## src/rtl/lsu.sv

```systemverilog
// rtl/lsu.sv - load/store unit: aligns byte/half/word accesses onto a 32-bit word memory
//
// Ports:
//   clk, rst                     clock, asynchronous active-high reset
//   req_valid/req_ready          request handshake (ready only while idle)
//   req_we, req_size,            store/load, size (00 byte, 01 half, 10 word, 11 illegal),
//   req_unsigned, req_addr,      zero/sign extension, byte address,
//   req_wdata                    right-justified store data
//   resp_valid, resp_rdata,      one-cycle completion pulse, load result,
//   resp_err                     illegal size or rejected misalignment
//   mem_addr, mem_read,          word-aligned memory address, read enable,
//   mem_wdata, mem_byte_en,      lane-aligned store data, per-lane write enable,
//   mem_rdata                    combinational read data
module lsu #(
  parameter int unsigned MISALIGN_EN = 1
) (
  input  logic        clk,
  input  logic        rst,
  input  logic        req_valid,
  output logic        req_ready,
  input  logic        req_we,
  input  logic [1:0]  req_size,
  input  logic        req_unsigned,
  input  logic [31:0] req_addr,
  input  logic [31:0] req_wdata,
  output logic        resp_valid,
  output logic [31:0] resp_rdata,
  output logic        resp_err,
  output logic [31:0] mem_addr,
  output logic        mem_read,
  output logic [31:0] mem_wdata,
  output logic [3:0]  mem_byte_en,
  input  logic [31:0] mem_rdata
);

  typedef enum logic [1:0] {S_IDLE, S_ACC0, S_ACC1, S_RESP} state_t;

  state_t      state_q, state_d;
  logic        we_q, we_d;
  logic [1:0]  size_q, size_d;
  logic        uns_q, uns_d;
  logic [31:0] addr_q, addr_d;
  logic [31:0] wdata_q, wdata_d;
  logic [31:0] lo_q, lo_d;
  logic [31:0] hi_q, hi_d;
  logic        err_q, err_d;

  // Size mask shifted by the byte offset into an 8-lane window spanning two words.
  function automatic logic [7:0] lane_mask(input logic [1:0] size, input logic [1:0] off);
    logic [3:0] sm;
    case (size)
      2'b00:   sm = 4'b0001;
      2'b01:   sm = 4'b0011;
      2'b10:   sm = 4'b1111;
      default: sm = 4'b0000;
    endcase
    return {4'b0000, sm} << off;
  endfunction

  function automatic logic crosses(input logic [1:0] size, input logic [1:0] off);
    logic [7:0] m;
    m = lane_mask(size, off);
    return |m[7:4];
  endfunction

  logic [7:0]  cur_mask;
  logic        cur_cross;
  logic        req_bad;
  logic [31:0] acc0_addr;
  logic [63:0] wide_wdata;
  logic [31:0] rd_word;
  logic [31:0] ld_result;

  assign cur_mask   = lane_mask(size_q, addr_q[1:0]);
  assign cur_cross  = |cur_mask[7:4];
  assign req_bad    = (req_size == 2'b11) ||
                      (crosses(req_size, req_addr[1:0]) && (MISALIGN_EN == 0));
  assign acc0_addr  = {addr_q[31:2], 2'b00};
  assign wide_wdata = {32'b0, wdata_q} << {addr_q[1:0], 3'b000};
  // Bytes of interest start at the low end after shifting the two captured words down.
  assign rd_word    = 32'({hi_q, lo_q} >> {addr_q[1:0], 3'b000});

  always_comb begin
    ld_result = rd_word;
    case (size_q)
      2'b00:   ld_result = uns_q ? {24'b0, rd_word[7:0]}  : {{24{rd_word[7]}}, rd_word[7:0]};
      2'b01:   ld_result = uns_q ? {16'b0, rd_word[15:0]} : {{16{rd_word[15]}}, rd_word[15:0]};
      default: ld_result = rd_word;
    endcase
  end

  always_comb begin
    state_d     = state_q;
    we_d        = we_q;
    size_d      = size_q;
    uns_d       = uns_q;
    addr_d      = addr_q;
    wdata_d     = wdata_q;
    lo_d        = lo_q;
    hi_d        = hi_q;
    err_d       = err_q;
    req_ready   = 1'b0;
    resp_valid  = 1'b0;
    resp_err    = 1'b0;
    resp_rdata  = 32'b0;
    mem_addr    = 32'b0;
    mem_read    = 1'b0;
    mem_wdata   = 32'b0;
    mem_byte_en = 4'b0000;
    case (state_q)
      S_IDLE: begin
        req_ready = 1'b1;
        if (req_valid) begin
          we_d    = req_we;
          size_d  = req_size;
          uns_d   = req_unsigned;
          addr_d  = req_addr;
          wdata_d = req_wdata;
          lo_d    = 32'b0;
          hi_d    = 32'b0;
          err_d   = req_bad;
          state_d = req_bad ? S_RESP : S_ACC0;
        end
      end
      S_ACC0: begin
        mem_addr    = acc0_addr;
        mem_read    = ~we_q;
        mem_wdata   = wide_wdata[31:0];
        mem_byte_en = we_q ? cur_mask[3:0] : 4'b0000;
        if (!we_q) lo_d = mem_rdata;
        state_d = cur_cross ? S_ACC1 : S_RESP;
      end
      S_ACC1: begin
        mem_addr    = acc0_addr + 32'd4;
        mem_read    = ~we_q;
        mem_wdata   = wide_wdata[63:32];
        mem_byte_en = we_q ? cur_mask[7:4] : 4'b0000;
        if (!we_q) hi_d = mem_rdata;
        state_d = S_RESP;
      end
      S_RESP: begin
        resp_valid = 1'b1;
        resp_err   = err_q;
        resp_rdata = (err_q || we_q) ? 32'b0 : ld_result;
        state_d    = S_IDLE;
      end
      default: state_d = S_IDLE;
    endcase
  end

  always_ff @(posedge clk or posedge rst) begin
    if (rst) begin
      state_q <= S_IDLE;
      we_q    <= 1'b0;
      size_q  <= 2'b00;
      uns_q   <= 1'b0;
      addr_q  <= 32'b0;
      wdata_q <= 32'b0;
      lo_q    <= 32'b0;
      hi_q    <= 32'b0;
      err_q   <= 1'b0;
    end else begin
      state_q <= state_d;
      we_q    <= we_d;
      size_q  <= size_d;
      uns_q   <= uns_d;
      addr_q  <= addr_d;
      wdata_q <= wdata_d;
      lo_q    <= lo_d;
      hi_q    <= hi_d;
      err_q   <= err_d;
    end
  end

endmodule
```

## config.mk

```make
export PLATFORM = sky130hd
export DESIGN_NAME = lsu
export DESIGN_NICKNAME = d
export VERILOG_FILES = /design/src/rtl/lsu.sv
export SDC_FILE = /design/constraint.sdc
export NUM_CORES = 1
export LEC_CHECK = 0
export BUFFER_PORTS_ARGS = -buffer_cell sky130_fd_sc_hd__buf_4
export CAP_MARGIN = 15
export CORE_MARGIN = 5
export CORE_UTILIZATION = 55
export DETAILED_ROUTE_END_ITERATION = 8
export PLACE_DENSITY_LB_ADDON = 0.15
export SETUP_SLACK_MARGIN = 0.2
export SYNTH_ARGS = -nofsm -noshare
export SYNTH_HDL_FRONTEND = slang
export SYNTH_SLANG_ARGS = --single-unit
```

## constraint.sdc

```tcl
create_clock -name clk -period 9.5 [get_ports clk]
set_input_delay 0.95 -clock clk [delete_from_list [all_inputs] [get_ports clk]]
set_output_delay 0.95 -clock clk [all_outputs]
set_load 0.005 [all_outputs]
```

==> impl_results.rst, run 1 <==
.. list-table::
   :header-rows: 1

   * - Metric
     - Value
   * - Result of the run
     - completed
   * - Area of the die
     - 0.0171 mm²
   * - Top FF cell, synth
     - sky130_fd_sc_hd__dfrtp_1
   * - Leak
     - around 4.6 nW
   * - Die Span X
     - 131 µm
   * - Worst-case hold slack
     - 0.479 ns
   * - Routability congestion estimate
     - 0.832
   * - Share of cell area taken by muxes after synthesis
     - 0.199
   * - Sequential share of power
     - 0.305
   * - CTS buffer count
     - 17
   * - DR vias
     - about 7.5k
   * - Number of rows in the core area
     - 44
   * - Number of input and output port buffers inserted
     - 204
   * - Worst hold start
     - lo_q[15]
   * - Stage delay of the slowest cell on the critical path
     - 0.83 ns
   * - Hold Buf Count CTS
     - 0
   * - Asr flop ratio synth
     - 1.00
   * - Count of final max-slew check failures
     - 0
   * - Grt ovf
     - 0
   * - Number of library cell types mapped by synthesis
     - 50
   * - Worst reg2reg setup slack
     - 6.81 ns
   * - Worst reg2reg endpoint
     - lo_q[14]
   * - Xor/xnor cell area share of the yosys netlist
     - 0.00218
   * - Final-report hold violation count
     - 0
   * - Setup Viol. Count Final
     - 0
   * - Maximum fanout along the worst path
     - 33
   * - Final sum of negative setup slack
     - 0 ns
   * - Worst endpoint required time
     - 8.55 ns
   * - Maximum clock skew at final layout
     - 0.00604 ns
   * - Net count, final
     - 1,168
   * - Slew Limit Headroom
     - 0.302
   * - Type of the tightest min-delay check
     - reg2reg
   * - Wire length after detailed routing
     - 23.2 mm
   * - Antenna cells
     - 0
   * - Synth-to-Final Area Change
     - 25.5%
   * - Total setup buffers inserted after CTS
     - 0
   * - Clock Sink Count
     - 127
   * - Via density
     - 5.95
   * - Top achievable clock speed
     - 218 MHz
   * - Ordered list of cells on the worst path
     - inv_1 > ha_1 > nand2_1 > or3_1 > or3_1 > nand3_1 > buf_4
   * - Simple-gate share of the synthesized area
     - 0.165
   * - Critical path class
     - reg2out
   * - Number of synthesized flops with an enable pin
     - 0
   * - Post-DRT Antenna Nets
     - 0
   * - Cell seen most often among critical-path stages
     - sky130_fd_sc_hd__or3_1
   * - Net switching power
     - 1.43 mW
   * - Share of the clock period used by the worst path after layout
     - 0.482
   * - RSZ-0062 raised after global routing
     - no
   * - CTS tree
     - yes
   * - Worst R2R Start
     - state_q[1]
   * - Post-route DRC
     - 0
   * - Chip height
     - 131 µm
   * - Switching part of the total
     - 0.429
   * - Share of final-layout standard cells stronger than drive strength 1
     - 0.326
   * - Min setup slack post-route
     - 4.92 ns
   * - Master of the slowest instance on the critical path
     - sky130_fd_sc_hd__nand2_1
   * - Kind of cell adding the most delay to the critical path
     - simple AND/OR/NAND/NOR gates
   * - Comb power frac
     - 0.515
   * - Worst VDD drop
     - 205 µV
   * - Share of Yosys cell area claimed by the top area cell type
     - 0.395
   * - Post-detailed-placement half-perimeter wirelength
     - 15.9 mm
   * - Final period demand of the worst path
     - 4.58 ns
   * - Wire length of the first global-routing pass
     - 36.3 mm
   * - WL per Instance
     - approximately 19 µm
   * - Skew-Pair Late Insertion Delay
     - between 0.4 and 0.5 ns
   * - End of the worst hold path
     - lo_q[15]
   * - Largest net degree at the start of global routing
     - 68
   * - Pre-Repair DR Iteration Count
     - 6
   * - Adder and majority gate portion of the synthesized area
     - 0.0140
   * - Largest buffer count on any clock path
     - 2
   * - Root buffer selected by CTS
     - sky130_fd_sc_hd__clkbuf_16
   * - Leading cell types by total area after synthesis
     - sky130_fd_sc_hd__dfrtp_1, sky130_fd_sc_hd__mux2_2, sky130_fd_sc_hd__nand2_1
   * - Fillers
     - 1,160
   * - WP data arrival
     - 3.63 ns
   * - Critical path buffers and inverters
     - 2
   * - Cell Area, Synth
     - 0.00805 mm²
   * - Total of warnings raised by yosys
     - 0
   * - Initial Utilization
     - 0.558
   * - Share of the synthesized area in compound gates (AO/OA/AOI/OAI)
     - 0.179
   * - Cell type with the highest aggregate area in the netlist
     - sky130_fd_sc_hd__dfrtp_1
   * - H-tree Lvls
     - 4
   * - Setup Slack @ Placement
     - 5.38 ns
   * - CTS resizes
     - 0
   * - Number of antenna violations at the first check in global routing
     - 0
   * - Area inside the core boundary
     - 0.0144 mm²
   * - Per-instance average area after synthesis
     - about 9 µm²
   * - Cell count after synthesis
     - 901
   * - All-layer global routing usage
     - 0.269
   * - Max cap viols
     - 0
   * - Number of register bits inferred by synthesis
     - 127
   * - Via count of the first global-routing pass
     - approximately 7.0k
   * - Kind of start point of the critical path
     - flop
   * - Type of element capturing the critical path
     - primary output
   * - Commonest cells post-synth
     - sky130_fd_sc_hd__nand2_1, sky130_fd_sc_hd__dfrtp_1, sky130_fd_sc_hd__o21ai_0, sky130_fd_sc_hd__mux2_2, sky130_fd_sc_hd__mux2i_1
   * - Int Power
     - 1.91 mW
   * - Main combinational cell family by area after synthesis
     - multiplexers
   * - Clk slew on worst S/H paths
     - ~0.06 ns
   * - Sequential-to-total area share from yosys stat
     - 0.395
   * - Power density relative to cell area
     - 331 mW/mm²
   * - Power share of the clock group
     - 0.180
   * - Cell count of the worst hold path
     - 2
   * - Boundary pin count
     - 207
   * - Slew at the pin closest to its max-slew limit
     - 1.04 ns
   * - Worst Reg-to-Reg Cells
     - 7
   * - Most frequently used cell type in the post-synthesis netlist
     - sky130_fd_sc_hd__nand2_1
   * - Initial DRC Count
     - 785
worst register-to-register path, cell delays in order, from the launching register on:
cell	delay, ns
sky130_fd_sc_hd__dfrtp_1	0.41
sky130_fd_sc_hd__inv_1	0.11
sky130_fd_sc_hd__ha_1	0.18
sky130_fd_sc_hd__buf_4	0.42
sky130_fd_sc_hd__inv_1	0.19
sky130_fd_sc_hd__mux2i_1	0.16
sky130_fd_sc_hd__nand2_2	0.75
sky130_fd_sc_hd__o21ai_0	0.29
logic make-up after synthesis:
| group | after synthesis |
|---|---|
| adders and majority gates | 9 |
| muxes | 148 |
| and+or+nand+nor | 289 |
| AOI/OAI and AO/OA | 237 |
| other | 1 |
| DFF | 127 |
| buffers and inverters | 88 |
| xor gates and xnor gates | 2 |
worst max-delay path by stage:
stage               startpoint           end  slack (ns)  cells after the start
global placement    state_q[0]  mem_addr[31]        5.43                      7
CTS                 state_q[0]  mem_addr[31]        4.92                      7
floorplan                  rst     addr_q[0]        5.17                      1
finish              state_q[0]  mem_addr[31]        4.92                      7
global route        state_q[0]  mem_addr[31]        4.64                      7
detailed placement  state_q[0]  mem_addr[31]        5.38                      7
final cells by class:
type | count | area [µm²] | share of cell area
inverter | 12 | 47.5 | 0.00471
multi-input combinational | 687 | 4510 | 0.446
tap | 184 | 230 | 0.0228
timing repair buffer | 211 | 1580 | 0.157
clock inverter | 8 | 58.8 | 0.00582
clock buffer | 23 | 488 | 0.0483
sequential | 127 | 3180 | 0.315
cells in the final DEF (no fill, tap or decap), types with 5 or more instances in the layout:
cell type / count
sky130_fd_sc_hd__ha_1: 8
sky130_fd_sc_hd__nand2_1: 164
sky130_fd_sc_hd__mux2i_1: 54
sky130_fd_sc_hd__and2_1: 15
sky130_fd_sc_hd__nor2_1: 37
sky130_fd_sc_hd__nor2b_1: 19
sky130_fd_sc_hd__clkinvlp_4: 6
sky130_fd_sc_hd__nand3_1: 13
sky130_fd_sc_hd__o22ai_1: 8
sky130_fd_sc_hd__mux2_2: 94
sky130_fd_sc_hd__a21oi_1: 28
sky130_fd_sc_hd__a22oi_1: 10
sky130_fd_sc_hd__inv_1: 11
sky130_fd_sc_hd__o21ai_0: 122
sky130_fd_sc_hd__nand4_1: 12
sky130_fd_sc_hd__dfrtp_1: 125
sky130_fd_sc_hd__buf_4: 211
sky130_fd_sc_hd__a31oi_1: 9
sky130_fd_sc_hd__a222oi_1: 7
sky130_fd_sc_hd__a211oi_1: 8
sky130_fd_sc_hd__a22o_1: 15
sky130_fd_sc_hd__or3_1: 5
sky130_fd_sc_hd__o211ai_1: 12
sky130_fd_sc_hd__and3_1: 5
sky130_fd_sc_hd__clkbuf_16: 17
state kept, by name, summed over array words and instances (netlist names):
register,flops
uns_q,1
state_q,2
addr_q,32
we_q,1
err_q,1
lo_q,32
hi_q,24
wdata_q,32
size_q,2
power by group through the flow:
stage | Clock (mW) | Sequential [mW] | Combinational, mW
finish | 0.601 | 1.02 | 1.72
global route | 0.631 | 1.05 | 1.90
CTS | 0.609 | 1.01 | 1.72
detailed placement | 0 | 1.01 | 1.71
global placement | 0 | 1.00 | 1.67
floorplan | 0 | 0.905 | 1.26
metrics by stage:
step / cells / util / area [µm²] / power, mW
after floorplan: 902 / - / 8050 / 2.17
after detailed placement: 1221 / 0.662 / 9550 / 2.72
final: 1252 / 0.700 / 10100 / 3.34
after global routing: 1252 / 0.700 / 10100 / 3.58
after global placement: 1221 / 0.662 / 9550 / 2.68
after CTS: 1252 / 0.700 / 10100 / 3.34
layer usage:
layer  GRT usage  wire [µm]
met1       0.362       9710
met2       0.437      11400
met3      0.0561       1670
met4      0.0853        422
met5           0          0
(Power assumes the default switching activity.)
==> run 2, diff against run 1 <==
CORE_UTILIZATION = 54   (was 55)
clock period = 4.3 ns   (was 9.5 ns; I/O delays follow)
==> run 2 against run 1 <==
Net effect:
- die area rose by 1.7%
- final cell count rose by 0.24%
- non-clock buffer count rose by 3
- via count rose by 0.17%
- largest power group unchanged
==> impl_results.rst, run 2 (synthesized netlist as in run 1, its figures left out) <==
.. list-table::
   :header-rows: 1

   * - Metric
     - Value
   * - Fillers
     - 1,180
   * - Largest buffer count on any clock path
     - 2
   * - WP data arrival
     - 3.10 ns
   * - Post-DRT Antenna Nets
     - 0
   * - Worst-case hold slack
     - approximately 0.21 ns
   * - All-layer global routing usage
     - 0.262
   * - Wire length after detailed routing
     - between 20 and 25 mm
   * - Worst reg2reg setup slack
     - 1.62 ns
   * - Leak
     - ~4.7 nW
   * - Share of final-layout standard cells stronger than drive strength 1
     - 0.329
   * - Wire length of the first global-routing pass
     - 37.6 mm
   * - Number of input and output port buffers inserted
     - 204
   * - Largest net degree at the start of global routing
     - 77
   * - Antenna cells
     - 0
   * - DR vias
     - approximately 7.5k
   * - Kind of start point of the critical path
     - flop
   * - Max cap viols
     - 0
   * - Switching part of the total
     - 0.412
   * - Critical path class
     - reg2out
   * - Type of element capturing the critical path
     - primary output
   * - Master of the slowest instance on the critical path
     - sky130_fd_sc_hd__nor2_1
   * - Chip height
     - between 100 and 150 µm
   * - WL per Instance
     - 18.6 µm
   * - Worst VDD drop
     - 411 µV
   * - Initial DRC Count
     - 700
   * - Die Span X
     - 132 µm
   * - Grt ovf
     - 0
   * - Final period demand of the worst path
     - 3.53 ns
   * - Total placed instance area
     - 0.00959 mm²
   * - Share of the clock period used by the worst path after layout
     - 0.820
   * - Initial Utilization
     - 0.551
   * - CTS resizes
     - 0
   * - Final sum of negative setup slack
     - 0 ns
   * - RSZ-0062 raised after global routing
     - no
   * - Hold Buf Count CTS
     - 0
   * - Number of rows in the core area
     - 44
   * - Int Power
     - 4.54 mW
   * - Worst endpoint required time
     - 3.87 ns
   * - Final-report hold violation count
     - 0
   * - Comb power frac
     - 0.490
   * - Stage delay of the slowest cell on the critical path
     - 0.94 ns
   * - CTS tree
     - yes
   * - Slew Limit Headroom
     - 0.258
   * - Net count, final
     - 1,171
   * - Min setup slack post-route
     - between 0.7 and 0.8 ns
   * - Via density
     - 5.95
   * - Number of antenna violations at the first check in global routing
     - 0
   * - Pre-Repair DR Iteration Count
     - 5
   * - Power density relative to cell area
     - approximately 750 mW/mm²
   * - Skew-Pair Late Insertion Delay
     - roughly 0.42 ns
   * - Root buffer selected by CTS
     - sky130_fd_sc_hd__clkbuf_16
   * - Power share of the clock group
     - 0.211
   * - Type of the tightest min-delay check
     - in2async
   * - Area inside the core boundary
     - 0.0146 mm²
   * - Setup Slack @ Placement
     - 1.28 ns
   * - Maximum clock skew at final layout
     - 0.00662 ns
   * - Ordered list of cells on the worst path
     - inv_1 > nand2_1 > nor2_1 > a222oi_1 > nor2b_1 > buf_4
   * - Post-route DRC
     - 0
   * - Synth-to-Final Area Change
     - 27.5%
   * - Boundary pin count
     - between 200 and 250
   * - Setup Viol. Count Final
     - 0
   * - Total setup buffers inserted after CTS
     - 0
   * - Routability congestion estimate
     - 0.888
   * - Leading cell type in the layout, fill and taps excluded
     - sky130_fd_sc_hd__buf_4
   * - Sequential share of power
     - 0.298
   * - Via count of the first global-routing pass
     - around 7.3k
   * - Slew at the pin closest to its max-slew limit
     - 1.11 ns
   * - Worst R2R Start
     - state_q[1]
   * - Clock Sink Count
     - 127
   * - CTS buffer count
     - 17
   * - Biggest regs
     - addr_q: 32 flops, lo_q: 32 flops, wdata_q: 32 flops
   * - Finished Cell Area
     - 0.0103 mm²
   * - Area of the die
     - 0.0174 mm²
   * - Result of the run
     - completed
   * - Commonest cells after routing, fill and taps aside
     - sky130_fd_sc_hd__buf_4, sky130_fd_sc_hd__nand2_1, sky130_fd_sc_hd__dfrtp_1
   * - Post-detailed-placement half-perimeter wirelength
     - 15.9 mm
   * - H-tree Lvls
     - 4
   * - Clk slew on worst S/H paths
     - 0.05 ns
   * - Top achievable clock speed
     - 283 MHz
   * - Count of final max-slew check failures
     - 0
   * - Net switching power
     - about 3.2 mW
   * - Final core area utilization
     - 0.703
   * - Maximum fanout along the worst path
     - 25
   * - Worst setup path startpoint
     - addr_q[1]
-- run 2: cell types whose count changed in the layout (fill, tap and decap cells not counted), sizes merged --
| cell | previous run | this run |
|---|---|---|
| buf | 211 | 214 |
| bufinv | 0 | 6 |
| clkbuf | 23 | 20 |
| clkinv | 2 | 4 |
| clkinvlp | 6 | 1 |
-- run 2: per-layer routing --
layer / vias to the layer above / track usage / wire length [µm]
li1: 3528 / - / -
met1: 3560 / 0.349 / 9800
met2: 337 / 0.419 / 11200
met3: 41 / 0.0634 / 1810
met4: 0 / 0.0960 / 611
met5: - / 0 / 0
-- run 2: through the flow --
step	instances	power [mW]
6_report	1255	7.73
5_1_grt	1255	8.26
4_1_cts	1255	7.71
3_5_place_dp	1224	6.03
3_3_place_gp	1224	5.96
2_1_floorplan	902	4.78
-- run 2: layout make-up --
type	count	area, µm²	share of cell area
tap	184	230	0.0224
clock inverter	11	211	0.0206
clock buffer	20	457	0.0445
multi-input combinational	687	4510	0.439
timing repair buffer	214	1620	0.158
inverter	12	47.5	0.00464
sequential	127	3190	0.311
-- run 2: worst paths after layout --
path	endpoint	depth (start not counted)
min in group clk	addr_q[8]	2
max in group asynchronous	wdata_q[2]	3
min reg2reg	hi_q[12]	2
max reg2reg	lo_q[25]	8
min	addr_q[11]	2
max	mem_wdata[22]	6
-- run 2: power groups by stage --
stage	Clock [mW]	Combinational, mW	Sequential, mW
finish	1.63	3.79	2.31
global route	1.70	4.17	2.38
detailed placement	0	3.74	2.30
global placement	0	3.68	2.28
CTS	1.65	3.78	2.29
floorplan	0	2.78	2.00
-- run 2: worst max-delay path, delay by kind of cell (launching register included) --
family / cells / cell delay (ns)
DFF: 1 / 0.62
and+or+nand+nor: 3 / 1.42
AOI/OAI and AO/OA: 1 / 0.33
buffers and inverters: 2 / 0.31
==> run 3, diff against run 2 <==
CORE_UTILIZATION = 49   (was 54)
clock period = 2.95 ns   (was 4.3 ns; I/O delays follow)
==> run 3 against run 2 <==
Net effect:
- sequential power up 39%
- clock power up 30%
- sequential cell count stayed put
- critical endpoint is now mem_wdata[18]
- largest power group unchanged
- highest routed layer unchanged
==> impl_results.rst, run 3 (synthesized netlist as in run 1, its figures left out) <==
.. list-table::
   :header-rows: 1

   * - Metric
     - Value
   * - Largest net degree at the start of global routing
     - 128
   * - Top achievable clock speed
     - 377 MHz
   * - Via density
     - about 5.6
   * - Area inside the core boundary
     - 0.0160 mm²
   * - Leading cell type in the layout, fill and taps excluded
     - sky130_fd_sc_hd__buf_4
   * - Commonest cells after routing, fill and taps aside
     - sky130_fd_sc_hd__buf_4, sky130_fd_sc_hd__nand2_1, sky130_fd_sc_hd__o21ai_0, sky130_fd_sc_hd__dfrtp_1, sky130_fd_sc_hd__mux2_2
   * - Worst R2R Start
     - state_q[0]
   * - Number of rows in the core area
     - 46
   * - Final sum of negative setup slack
     - 0 ns
   * - Number of antenna violations at the first check in global routing
     - 0
   * - Share of the clock period used by the worst path after layout
     - 0.899
   * - RSZ-0062 raised after global routing
     - no
   * - Finished Cell Area
     - 0.0105 mm²
   * - Stage delay of the slowest cell on the critical path
     - 0.38 ns
   * - Chip height
     - 138 µm
   * - Critical path class
     - reg2out
   * - Boundary pin count
     - roughly 210
   * - Worst endpoint required time
     - 2.65 ns
   * - Grt ovf
     - 0
   * - Slew Limit Headroom
     - 0.521
   * - All-layer global routing usage
     - 0.247
   * - Clk slew on worst S/H paths
     - 0.06 ns
   * - Via count of the first global-routing pass
     - 7,223
   * - Max cap viols
     - 0
   * - Result of the run
     - completed
   * - Post-route DRC
     - 0
   * - Number of input and output port buffers inserted
     - 204
   * - Multi-input gate area
     - 0.00455 mm²
   * - Cell seen most often among critical-path stages
     - sky130_fd_sc_hd__buf_4
   * - Type of element capturing the critical path
     - primary output
   * - Die Span X
     - 138 µm
   * - Kind of start point of the critical path
     - flop
   * - CTS buffer count
     - 17
   * - WL per Instance
     - 18.5 µm
   * - Type of the tightest min-delay check
     - in2async
   * - Reg area
     - 0.00319 mm²
   * - Largest buffer count on any clock path
     - 2
   * - Slew at the pin closest to its max-slew limit
     - 0.718 ns
   * - Non-filler cells, final
     - approximately 1.3k
   * - Wire length of the first global-routing pass
     - just under 40 mm
   * - Biggest regs
     - addr_q: 32 flops, lo_q: 32 flops, wdata_q: 32 flops
   * - Wire length after detailed routing
     - 24.2 mm
   * - Clock Sink Count
     - roughly 130
   * - Maximum fanout along the worst path
     - 6
   * - Root buffer selected by CTS
     - sky130_fd_sc_hd__clkbuf_16
   * - Antenna cells
     - 0
   * - Final-report hold violation count
     - 0
   * - Fillers
     - 1,395
   * - Area of the die
     - 0.0191 mm²
   * - Maximum clock skew at final layout
     - ~0.004 ns
   * - WP data arrival
     - 2.36 ns
   * - Master of the slowest instance on the critical path
     - sky130_fd_sc_hd__dfrtp_1
   * - Post-detailed-placement half-perimeter wirelength
     - 16.9 mm
   * - Share of final-layout standard cells stronger than drive strength 1
     - 0.357
   * - Synth-to-Final Area Change
     - 30.0%
   * - CTS tree
     - yes
   * - Routability congestion estimate
     - between 0.8 and 0.9
   * - Number of instances in the placed design
     - 1,273
   * - Setup Viol. Count Final
     - 0
   * - Total placed instance area
     - 0.00977 mm²
   * - Net count, final
     - 1,193
   * - Kind of cell adding the most delay to the critical path
     - compound AO/OA/AOI/OAI gates
   * - Initial DRC Count
     - 527
   * - Critical path buffers and inverters
     - 4
   * - Leak
     - 4.75 nW
   * - Count of final max-slew check failures
     - 0
   * - DR vias
     - 7,394
   * - H-tree Lvls
     - 4
   * - Worst VDD drop
     - a little under 800 µV
   * - Final period demand of the worst path
     - 2.65 ns
   * - Skew-Pair Late Insertion Delay
     - 0.42 ns
   * - Pre-Repair DR Iteration Count
     - 5
   * - Ordered list of cells on the worst path
     - inv_1 > ha_2 > inv_2 > nor2_2 > buf_4 > a22o_1 > a222oi_1 > nor2b_1 > buf_4
   * - Worst-case hold slack
     - 0.0336 ns
   * - Power density relative to cell area
     - 1090 mW/mm²
   * - Initial Utilization
     - 0.503
   * - Worst setup path startpoint
     - state_q[1]
   * - Post-DRT Antenna Nets
     - 0
[run 3: worst min-delay path, delay by kind of cell]
kind	cells	cell delay [ns]
buf+inv	3	0.64
[run 3: path summary, 6_finish.rpt]
path                                 endpoint  slack [ns]  cells past startpoint
worst max register to register        hi_q[8]        0.86                      8
worst min-delay path               addr_q[10]        0.03                      3
worst min register to register        lo_q[7]        0.48                      2
worst max-delay path            mem_wdata[18]        0.30                      9
max in group asynchronous           addr_q[0]        2.31                      3
min in group clk                   addr_q[21]        0.10                      2
[run 3: where the power goes]
| group | switching (mW) | total [mW] | internal [mW] |
|---|---|---|---|
| clock network | 0.823 | 2.12 | 1.29 |
| registers | 0.763 | 3.20 | 2.44 |
| logic | 3.20 | 6.04 | 2.84 |
[run 3: what timing repair did]
action                                  4_1_cts  5_1_grt
setup buffers                                 0        5
hold buffers                                  0        0
resized for setup                             4       20
pin swaps                                     0        2
endpoints found under the setup margin       24       55
endpoints found under the hold margin         0        0
[run 3: layer usage]
| metal | up-vias | part of all wire | global-route usage |
|---|---|---|---|
| met1 | 3481 | 0.43 | 0.332 |
| met3 | 38 | 0.068 | 0.0603 |
| met4 | 0 | 0.020 | 0.0733 |
| met2 | 299 | 0.48 | 0.398 |
| li1 | 3576 | - | - |
| met5 | - | 0 | 0 |
[run 3: cell type report]
cell class,count,share of cell area
timing repair buffer,236,0.173
tap,216,0.0258
inverter,12,0.00467
sequential,127,0.305
clock inverter,12,0.0128
multi-input combinational,687,0.436
clock buffer,20,0.0437
[run 3: through the flow]
| step | worst slack, ns | util | total power, mW |
|---|---|---|---|
| floorplan | 0.925 | - | 6.97 |
| global placement | 0.608 | 0.610 | 8.90 |
| detailed placement | 0.477 | 0.610 | 9.00 |
| CTS | 0.200 | 0.648 | 11.2 |
| global route | 0.191 | 0.654 | 12.1 |
| finish | 0.299 | 0.654 | 11.4 |
